===== config.mk =====
export PLATFORM = sky130hd
export DESIGN_NAME = tt_um_heart_rate_monitor
export DESIGN_NICKNAME = d
export VERILOG_FILES = /design/src/rtl/tt_um_heart_rate_monitor.sv
export SDC_FILE = /design/constraint.sdc
export NUM_CORES = 1
export LEC_CHECK = 0
export BUFFER_PORTS_ARGS = -buffer_cell sky130_fd_sc_hd__buf_2
export CORE_MARGIN = 2
export CORE_UTILIZATION = 40
export CTS_CLUSTER_DIAMETER = 30
export DETAILED_ROUTE_END_ITERATION = 12
export PLACE_DENSITY_LB_ADDON = 0.2
export SLEW_MARGIN = 10
export SYNTH_ARGS = -nofsm -noshare
export SYNTH_HDL_FRONTEND = slang
export SYNTH_SLANG_ARGS = --single-unit

===== constraint.sdc =====
create_clock -name clk -period 2.9 [get_ports clk]
set_clock_uncertainty 0.15 [all_clocks]
set_input_delay 0.435 -clock clk [delete_from_list [all_inputs] [get_ports clk]]
set_output_delay 0.435 -clock clk [all_outputs]
set_load 0.01 [all_outputs]

===== src/rtl/tt_um_heart_rate_monitor.sv =====
// Multi-channel beat-interval monitor: measures beat-to-beat period in prescaled ticks
// and raises sticky tachycardia / bradycardia / asystole alarms.
//
// state  | meaning
// IDLE   | no beat seen since reset
// ARMED  | one beat seen, measuring first interval, no period yet
// TRACK  | period valid, latched on every beat
// LOST   | interval counter saturated without a beat (asystole)
module tt_um_heart_rate_monitor #(
   parameter int CHANNELS = 2,
   parameter int CNT_W    = 12,
   parameter int PRESCALE = 1000,
   parameter int LOW_LIM  = 40,
   parameter int HIGH_LIM = 200
) (
   input  logic       clk,
   input  logic       rst_n,
   input  logic       ena,
   input  logic [7:0] ui_in,
   output logic [7:0] uo_out,
   input  logic [7:0] uio_in,
   output logic [7:0] uio_out,
   output logic [7:0] uio_oe
);

   localparam int PS_W = $clog2(PRESCALE);

   typedef enum logic [1:0] {
      S_IDLE  = 2'd0,
      S_ARMED = 2'd1,
      S_TRACK = 2'd2,
      S_LOST  = 2'd3
   } state_t;

   logic [PS_W-1:0]     ps_q, ps_d;
   logic                tick;
   logic [CHANNELS-1:0] sync1_q, sync1_d;
   logic [CHANNELS-1:0] sync2_q, sync2_d;
   logic [CHANNELS-1:0] prev_q, prev_d;
   logic [CHANNELS-1:0] beat_edge;
   logic [CHANNELS-1:0] tog_q, tog_d;
   logic [CNT_W-1:0]    cnt_q    [CHANNELS];
   logic [CNT_W-1:0]    cnt_d    [CHANNELS];
   logic [CNT_W-1:0]    period_q [CHANNELS];
   logic [CNT_W-1:0]    period_d [CHANNELS];
   state_t              state_q  [CHANNELS];
   state_t              state_d  [CHANNELS];
   logic                tachy_q, tachy_d;
   logic                brady_q, brady_d;
   logic                asys_q, asys_d;
   logic                set_tachy, set_brady, set_asys;
   logic                alarm_clr;
   logic [1:0]          sel;
   logic [CNT_W-1:0]    sel_period;
   logic                sel_valid;
   logic [15:0]         period_ext;
   logic [3:0]          tog_ext;
   logic                unused_in;

   assign unused_in = ^{uio_in, ui_in};
   assign alarm_clr = ui_in[6];
   assign sel       = ui_in[5:4];

   always_comb begin
      sync1_d   = ui_in[CHANNELS-1:0];
      sync2_d   = sync1_q;
      prev_d    = sync2_q;
      beat_edge = sync2_q & ~prev_q;

      tick = ena && (ps_q == PS_W'(PRESCALE - 1));
      ps_d = ps_q;
      if (ena) ps_d = tick ? '0 : ps_q + PS_W'(1);

      tog_d     = tog_q;
      set_tachy = 1'b0;
      set_brady = 1'b0;
      set_asys  = 1'b0;
      for (int c = 0; c < CHANNELS; c++) begin
         cnt_d[c]    = cnt_q[c];
         period_d[c] = period_q[c];
         state_d[c]  = state_q[c];
         if (ena) begin
            if (beat_edge[c]) begin
               // An accepted beat always restarts the interval, even on a tick or at saturation.
               cnt_d[c] = '0;
               tog_d[c] = ~tog_q[c];
               if (state_q[c] == S_ARMED || state_q[c] == S_TRACK) begin
                  state_d[c]  = S_TRACK;
                  period_d[c] = cnt_q[c];
                  if (32'(cnt_q[c]) < LOW_LIM)  set_tachy = 1'b1;
                  if (32'(cnt_q[c]) > HIGH_LIM) set_brady = 1'b1;
               end else begin
                  state_d[c] = S_ARMED;
               end
            end else begin
               if (tick && cnt_q[c] != {CNT_W{1'b1}}) cnt_d[c] = cnt_q[c] + CNT_W'(1);
               if ((state_q[c] == S_ARMED || state_q[c] == S_TRACK) &&
                   cnt_q[c] == {CNT_W{1'b1}}) begin
                  state_d[c] = S_LOST;
                  set_asys   = 1'b1;
               end
            end
         end
      end

      tachy_d = tachy_q;
      brady_d = brady_q;
      asys_d  = asys_q;
      if (ena) begin
         tachy_d = set_tachy | (tachy_q & ~alarm_clr);
         brady_d = set_brady | (brady_q & ~alarm_clr);
         asys_d  = set_asys  | (asys_q  & ~alarm_clr);
      end
   end

   always_ff @(posedge clk or negedge rst_n) begin
      if (!rst_n) begin
         ps_q    <= '0;
         sync1_q <= '0;
         sync2_q <= '0;
         prev_q  <= '0;
         tog_q   <= '0;
         tachy_q <= 1'b0;
         brady_q <= 1'b0;
         asys_q  <= 1'b0;
         for (int c = 0; c < CHANNELS; c++) begin
            cnt_q[c]    <= '0;
            period_q[c] <= '0;
            state_q[c]  <= S_IDLE;
         end
      end else begin
         ps_q    <= ps_d;
         sync1_q <= sync1_d;
         sync2_q <= sync2_d;
         prev_q  <= prev_d;
         tog_q   <= tog_d;
         tachy_q <= tachy_d;
         brady_q <= brady_d;
         asys_q  <= asys_d;
         for (int c = 0; c < CHANNELS; c++) begin
            cnt_q[c]    <= cnt_d[c];
            period_q[c] <= period_d[c];
            state_q[c]  <= state_d[c];
         end
      end
   end

   always_comb begin
      sel_period = '0;
      sel_valid  = 1'b0;
      for (int c = 0; c < CHANNELS; c++) begin
         if (sel == 2'(c)) begin
            sel_period = period_q[c];
            sel_valid  = (state_q[c] == S_TRACK);
         end
      end
   end

   assign period_ext = 16'(sel_period);
   assign tog_ext    = 4'(tog_q);
   assign uo_out     = ui_in[7] ? period_ext[15:8] : period_ext[7:0];
   assign uio_out    = {tog_ext, sel_valid, asys_q, brady_q, tachy_q};
   assign uio_oe     = 8'hFF;

endmodule


# Word-level counts from Yosys, hierarchy flattened
# Cells that the tools add are included.
[op_classes] eq_ne=10 n_div=0 add_sub_neg=3 bitwise_logic=11 shifts=0 mux=38 mul=0 magnitude_cmp=4 reduce_logical=20
[ops] cell="2-to-1 mux 12 bit" count=6
[ops] cell="adder 12 x 1 -> 12 bit, second input constant" count=2
[ops] cell="equality test 12 bit, second input constant" count=2
[ops] cell="> comparator 12 x 8 -> 1 bit, second input constant" count=2
[ops] cell="< comparator 12 x 6 -> 1 bit, second input constant" count=2
[ops] cell="2-to-1 mux 1 bit" count=24
[ops] cell="!= test 12 bit, second input constant" count=2
[ops] cell="2-to-1 mux 2 bit" count=6
[ops] cell="AND reduction 2 bit" count=6
[ops] cell="adder 10 x 1 -> 10 bit, second input constant" count=1
[ops] cell="equality test 10 bit, second input constant" count=1
[ops] cell="2-to-1 mux 10 bit" count=1
[ops] cell="2-to-1 mux 8 bit" count=1
[ops] cell="nonzero test 2 bit" count=4
[ops] cell="equality test 2 x 1 -> 1 bit, second input constant" count=3
[ops] cell="AND reduction 3 bit" count=2
[ops] cell="logical AND 1 bit" count=5
[ops] cell="equality test 2 bit, second input constant" count=2
[ops] cell="bitwise AND 1 bit" count=3
[ops] cell="NOT 1 bit" count=3
[ops] cell="OR 1 bit" count=3
[ops] cell="bitwise AND 2 bit" count=1
[ops] cell="logical NOT 2 bit" count=1
[ops] cell="logical OR 1 bit" count=2
[ops] cell="NOT 2 bit" count=1
[totals] ff_bits=73 word_cells=101 n_memories=0 latchBits=0 rom_bits=0 in_bits=19 ram_bits=0

# Logic depth before layout (Yosys ltp)
[logic_depth] depth_word=10 ltp_mapped=7 ltp_nobuf=6

# Worst setup path before layout
# No wires, ideal clock.
[synth_path] kind="reg2reg" start="register state_q[3] in the netlist's numbering" end="register period_q[12] in the netlist's numbering" path_slack_ns=0.932 stages_incl_launch_ff=6 t_arrival_ns=1.693 synth_period_minus_slack_ns=1.968 cell_sequence="dfrtp_1 > ha_1 > nor4bb_1 > clkbuf_1 > buf_2 > mux2_2"
[synth_between] elab_chain_cells=3 elab_cells_between_ends=4 cone_classes="eq/ne: 2; reduce/logical: 2"
[synth_rtl] item="start, declared" line_no="46" rtl="state_t state_q [CHANNELS];"
[synth_rtl] item="start signal, assigned by index" line_no="143" rtl="state_q[c] <= state_d[c];"
[synth_rtl] item="equality test 2 x 1 -> 1 bit / equality test 2 bit (equally long branches)" line_no="87" rtl="if (state_q[c] == S_ARMED || state_q[c] == S_TRACK) begin"
[synth_rtl] item="logical OR 1 bit (*)" line_no="87"
[synth_rtl] item="AND reduction 3 bit (no source line) (*)"
[synth_rtl] item="end signal, assigned by index" line_no="142" rtl="period_q[c] <= period_d[c];"
[synth_rtl] item="end, declared" line_no="44" rtl="logic [CNT_W-1:0] period_q [CHANNELS];"
# Every way passes the cells marked *; elsewhere a longest branch is shown, timed or not.
# A chain may end at the register's enable or synchronous reset.

# Worst setup path after layout
[layout_path] start="register ps_q[0]" end="register cnt_q[11] in the netlist's numbering"
[layout_between] elab_chain_cells=5
[layout_rtl] item="start, declared" line_no="35" rtl="logic [PS_W-1:0] ps_q, ps_d;"
[layout_rtl] item="start signal, assigned" line_no="132" rtl="ps_q <= ps_d;"
[layout_rtl] item="equality test 10 bit" line_no="70" rtl="tick = ena && (ps_q == PS_W'(PRESCALE - 1));"
[layout_rtl] item="logical AND 1 bit" line_no="70"
[layout_rtl] item="logical AND 1 bit" line_no="96" rtl="if (tick && cnt_q[c] != {CNT_W{1'b1}}) cnt_d[c] = cnt_q[c] + CNT_W'(1);"
[layout_rtl] item="nonzero test 2 bit (no source line)"
[layout_rtl] item="AND reduction 2 bit (no source line)"
[layout_rtl] item="end signal, assigned by index" line_no="141" rtl="cnt_q[c] <= cnt_d[c];"
[layout_rtl] item="end, declared" line_no="42" rtl="logic [CNT_W-1:0] cnt_q [CHANNELS];"
# Every way passes these cells.

==> flow_summary.json <==
{
  "status": "complete, no violations",
  "ir_drop_mv": 0.322,
  "antenna_found_initial": 0,
  "first_global_vias": 2520,
  "cts_made_buffers": 9,
  "clkLatencyLatePin_ns": 0.34,
  "ys_warn_count": 0,
  "grt_pass1_wl_mm": 12.8,
  "cts_max_path_buffers": 2,
  "dp_hpwl_mm": 5.41,
  "slew_viol_final": 0,
  "r2r_start": "ps_q[0]",
  "initial_utilization_pct": 41.2,
  "ios": 43,
  "drv_cap": 0,
  "syn_area_per_cell_sq_um": 11.0,
  "synth.cell_area_sq_um": 3800,
  "r2r_slack_ns": 0.70,
  "max_slew_margin_pct": 38.1,
  "postCtsResizedCells": 0,
  "path_clk_slew_ns": 0.08,
  "seqPwrFrac_pct": 52.6,
  "hold_depth": 1,
  "setup_tns_ns": 0,
  "fin_nets": 386,
  "worstPathArrival_ns": 2.29,
  "crit_required_ns": 2.99,
  "die_x_microns": 102,
  "setup_viol": 0,
  "period_needed_ns": 2.20,
  "cts_setup_buffers": 0,
  "internal_power_w": 0.00161,
  "pwr-share-clk_pct": 31.5,
  "ant_nets": 0,
  "dieArea_sq_um": 10300,
  "cts_tree": "built",
  "cts_hold_buffers": 0,
  "wl_per_cell_microns": 15.8,
  "pwr-share-comb_pct": 15.9,
  "cts_sinks": 73,
  "rsz0062_at_grt": "no",
  "fin_crit_sh_pct": 75.8,
  "hold_class": "in -> reg",
  "hold_end": "sync1_q[1]",
  "gp_congestion": 0.827,
  "overflow": 0,
  "ys_types": 53,
  "hold_viol": 0,
  "grt_max_degree": 74,
  "insertedDiodeCount": 0,
  "p_per_area_nw_per_um2": 546,
  "crit_type": "reg -> reg",
  "multiInputGateArea_sq_um": 1820,
  "ys_seq_area_share_pct": 48.0,
  "die_h_microns": 102,
  "vias": 2711,
  "critPathCaptureType": "flip-flop",
  "core_sq_um": 9240,
  "crit_path_max_fanout": 31,
  "cts_htree_levels": 3,
  "clock-root-buffer": "clkbuf_8",
  "seq_area_sq_um": 1830,
  "fp-row-count": 35,
  "port_buffers": 22,
  "ys_seq_elements": 73,
  "hold_path_startpoint": "ui_in[1]",
  "drtPass1Iterations": 4,
  "fmax_mhz": 455,
  "grt.total_usage_pct": 15.9,
  "leakage_nw": 1.91,
  "finalWorstSetupSlack_ns": 0.701,
  "p_switching_w": 0.000650,
  "area_growth_pct": 8.79,
  "regToRegEndpoint": "cnt_q[11]",
  "drtIter0Drc": 143,
  "dp_slack_ns": 0.703,
  "fillers": 877,
  "drive_gt1_share_pct": 22.1,
  "rr_worst_depth": 5,
  "viasPerCell": 5.47,
  "drc_errors": 0,
  "crit_path_start_kind": "flip-flop",
  "worstMarginPinSlew_ns": 0.929,
  "switching_share_pct": 28.8,
  "critPathLaunch": "ps_q[0]",
  "syn_inst": 347,
  "wl_mm": 7.83
}
cell usage in the layout (no fill, tap or decap), drive strengths merged, types with 3 or more instances in the layout:
cell,Yosys,layout
a31oi,3,3
nor2,13,13
conb,2,10
a21oi,10,10
inv,4,4
o21ai,14,14
clkinv,0,4
ha,5,5
mux2i,12,12
nor3,8,8
or4,8,8
dfrtp,73,73
and2,4,4
nand4,11,11
o211ai,4,4
and4,3,3
mux4,4,4
nor4,7,7
o311ai,4,4
nor2b,8,8
xnor2,5,5
nand2,31,31
and3,5,5
or3,3,3
nand3,9,9
nand3b,4,4
o31ai,7,7
nand2b,9,9
o41ai,4,4
mux2,25,25
clkbuf,8,11
buf,22,26
flip-flops by register name, indices dropped and copies added, names as in the netlist:
register and cells:
tachy_q 1, cnt_q 24, tog_q 2, ps_q 10, brady_q 1, prev_d 2
prev_q 2, sync1_q 2, asys_q 1, period_q 24, state_q 4
cell usage after synthesis (all sizes together):
library cell	count	share of area (%)
o311ai	4	0.92
nand4	11	2.0
or3	3	0.49
and4bb	1	0.33
ha	5	1.6
o31a	2	0.46
conb	2	0.20
a31o	2	0.46
o21ai	14	1.8
clkbuf	8	0.79
nand2b	9	1.5
nand2	31	3.1
a21oi	10	1.3
xnor2	5	1.2
nor4	7	1.9
and4	3	0.76
and3	5	0.82
and3b	1	0.23
a221o	1	0.26
mux2	25	7.4
a41o	2	0.53
buf	22	3.9
a22o	2	0.46
o41ai	4	0.92
inv	4	0.39
a32o	1	0.26
a21boi	1	0.20
or4	8	1.7
mux2i	12	3.2
nor2b	8	1.3
mux4	4	2.4
dfrtp	73	48
or4b	1	0.26
xor2	2	0.46
nand3	9	1.5
nand3b	4	0.79
o31ai	7	1.4
o211ai	4	0.79
a31oi	3	0.49
nor3	8	1.1
and2	4	0.69
nor2	13	1.3
o2111ai	1	0.23
nor4bb	1	0.26
worst max path at each step:
stage | end | slack, ns | cells after the start
final | cnt_q[11] | 0.70 | 5
after global routing | cnt_q[20] | 0.60 | 5
after CTS | cnt_q[11] | 0.70 | 5
after detailed placement | cnt_q[11] | 0.70 | 5
after global placement | cnt_q[11] | 0.72 | 5
after floorplan | period_q[12] | 0.93 | 5
power by group through the flow:
stage | registers, W | clock network [W] | logic (W)
final | 0.00119 | 0.000711 | 0.000359
after CTS | 0.00119 | 0.000726 | 0.000364
after global placement | 0.00120 | 0 | 0.000357
after detailed placement | 0.00120 | 0 | 0.000359
after global routing | 0.00120 | 0.000766 | 0.000416
after floorplan | 0.00120 | 0 | 0.000270
cells by family after synthesis:
family,Yosys count,share of synthesized area (%)
other,2,0.198
DFF,73,48.0
muxes,41,12.9
xor gates and xnor gates,7,1.61
adders and majority gates,5,1.65
and+or+nand+nor,127,19.9
AOI/OAI and AO/OA,58,10.5
buffers and inverters,34,5.10
worst max-delay path: stages (launching register included):
cell and delay (ns):
dfrtp_1 0.39, ha_1 0.24, and4_4 0.28, nand3_4 0.27, or4b_1 0.63, mux2i_1 0.13
final cells by class:
class / instances / share of cell area, %
clock buffer: 11 / 3.42
inverter: 4 / 0.363
timing repair buffer: 26 / 3.45
multi-input combinational: 248 / 44.0
tap: 129 / 3.90
sequential: 73 / 44.2
clock inverter: 5 / 0.756
metal layers:
layer  GRT usage, %  part of all wire (%)  vias to the layer above
met5              0                     0                        -
met4           5.30                   1.3                        0
met3           2.35                   4.2                        9
met2           23.2                    44                       68
met1           24.4                    51                     1332
li1               -                     -                     1302
through the flow:
stage,std cells,power (W),instance area (sq um),hold slack [ns],util [%]
2_1_floorplan,355,0.00147,3830,-0.0106,-
3_3_place_gp,480,0.00156,3960,0.184,42.9
3_5_place_dp,480,0.00156,3960,0.186,42.9
4_1_cts,496,0.00228,4140,0.0353,44.8
5_1_grt,496,0.00238,4140,0.0343,44.8
6_report,496,0.00226,4140,0.0473,44.8
Power figures use the tool's default switching activity.
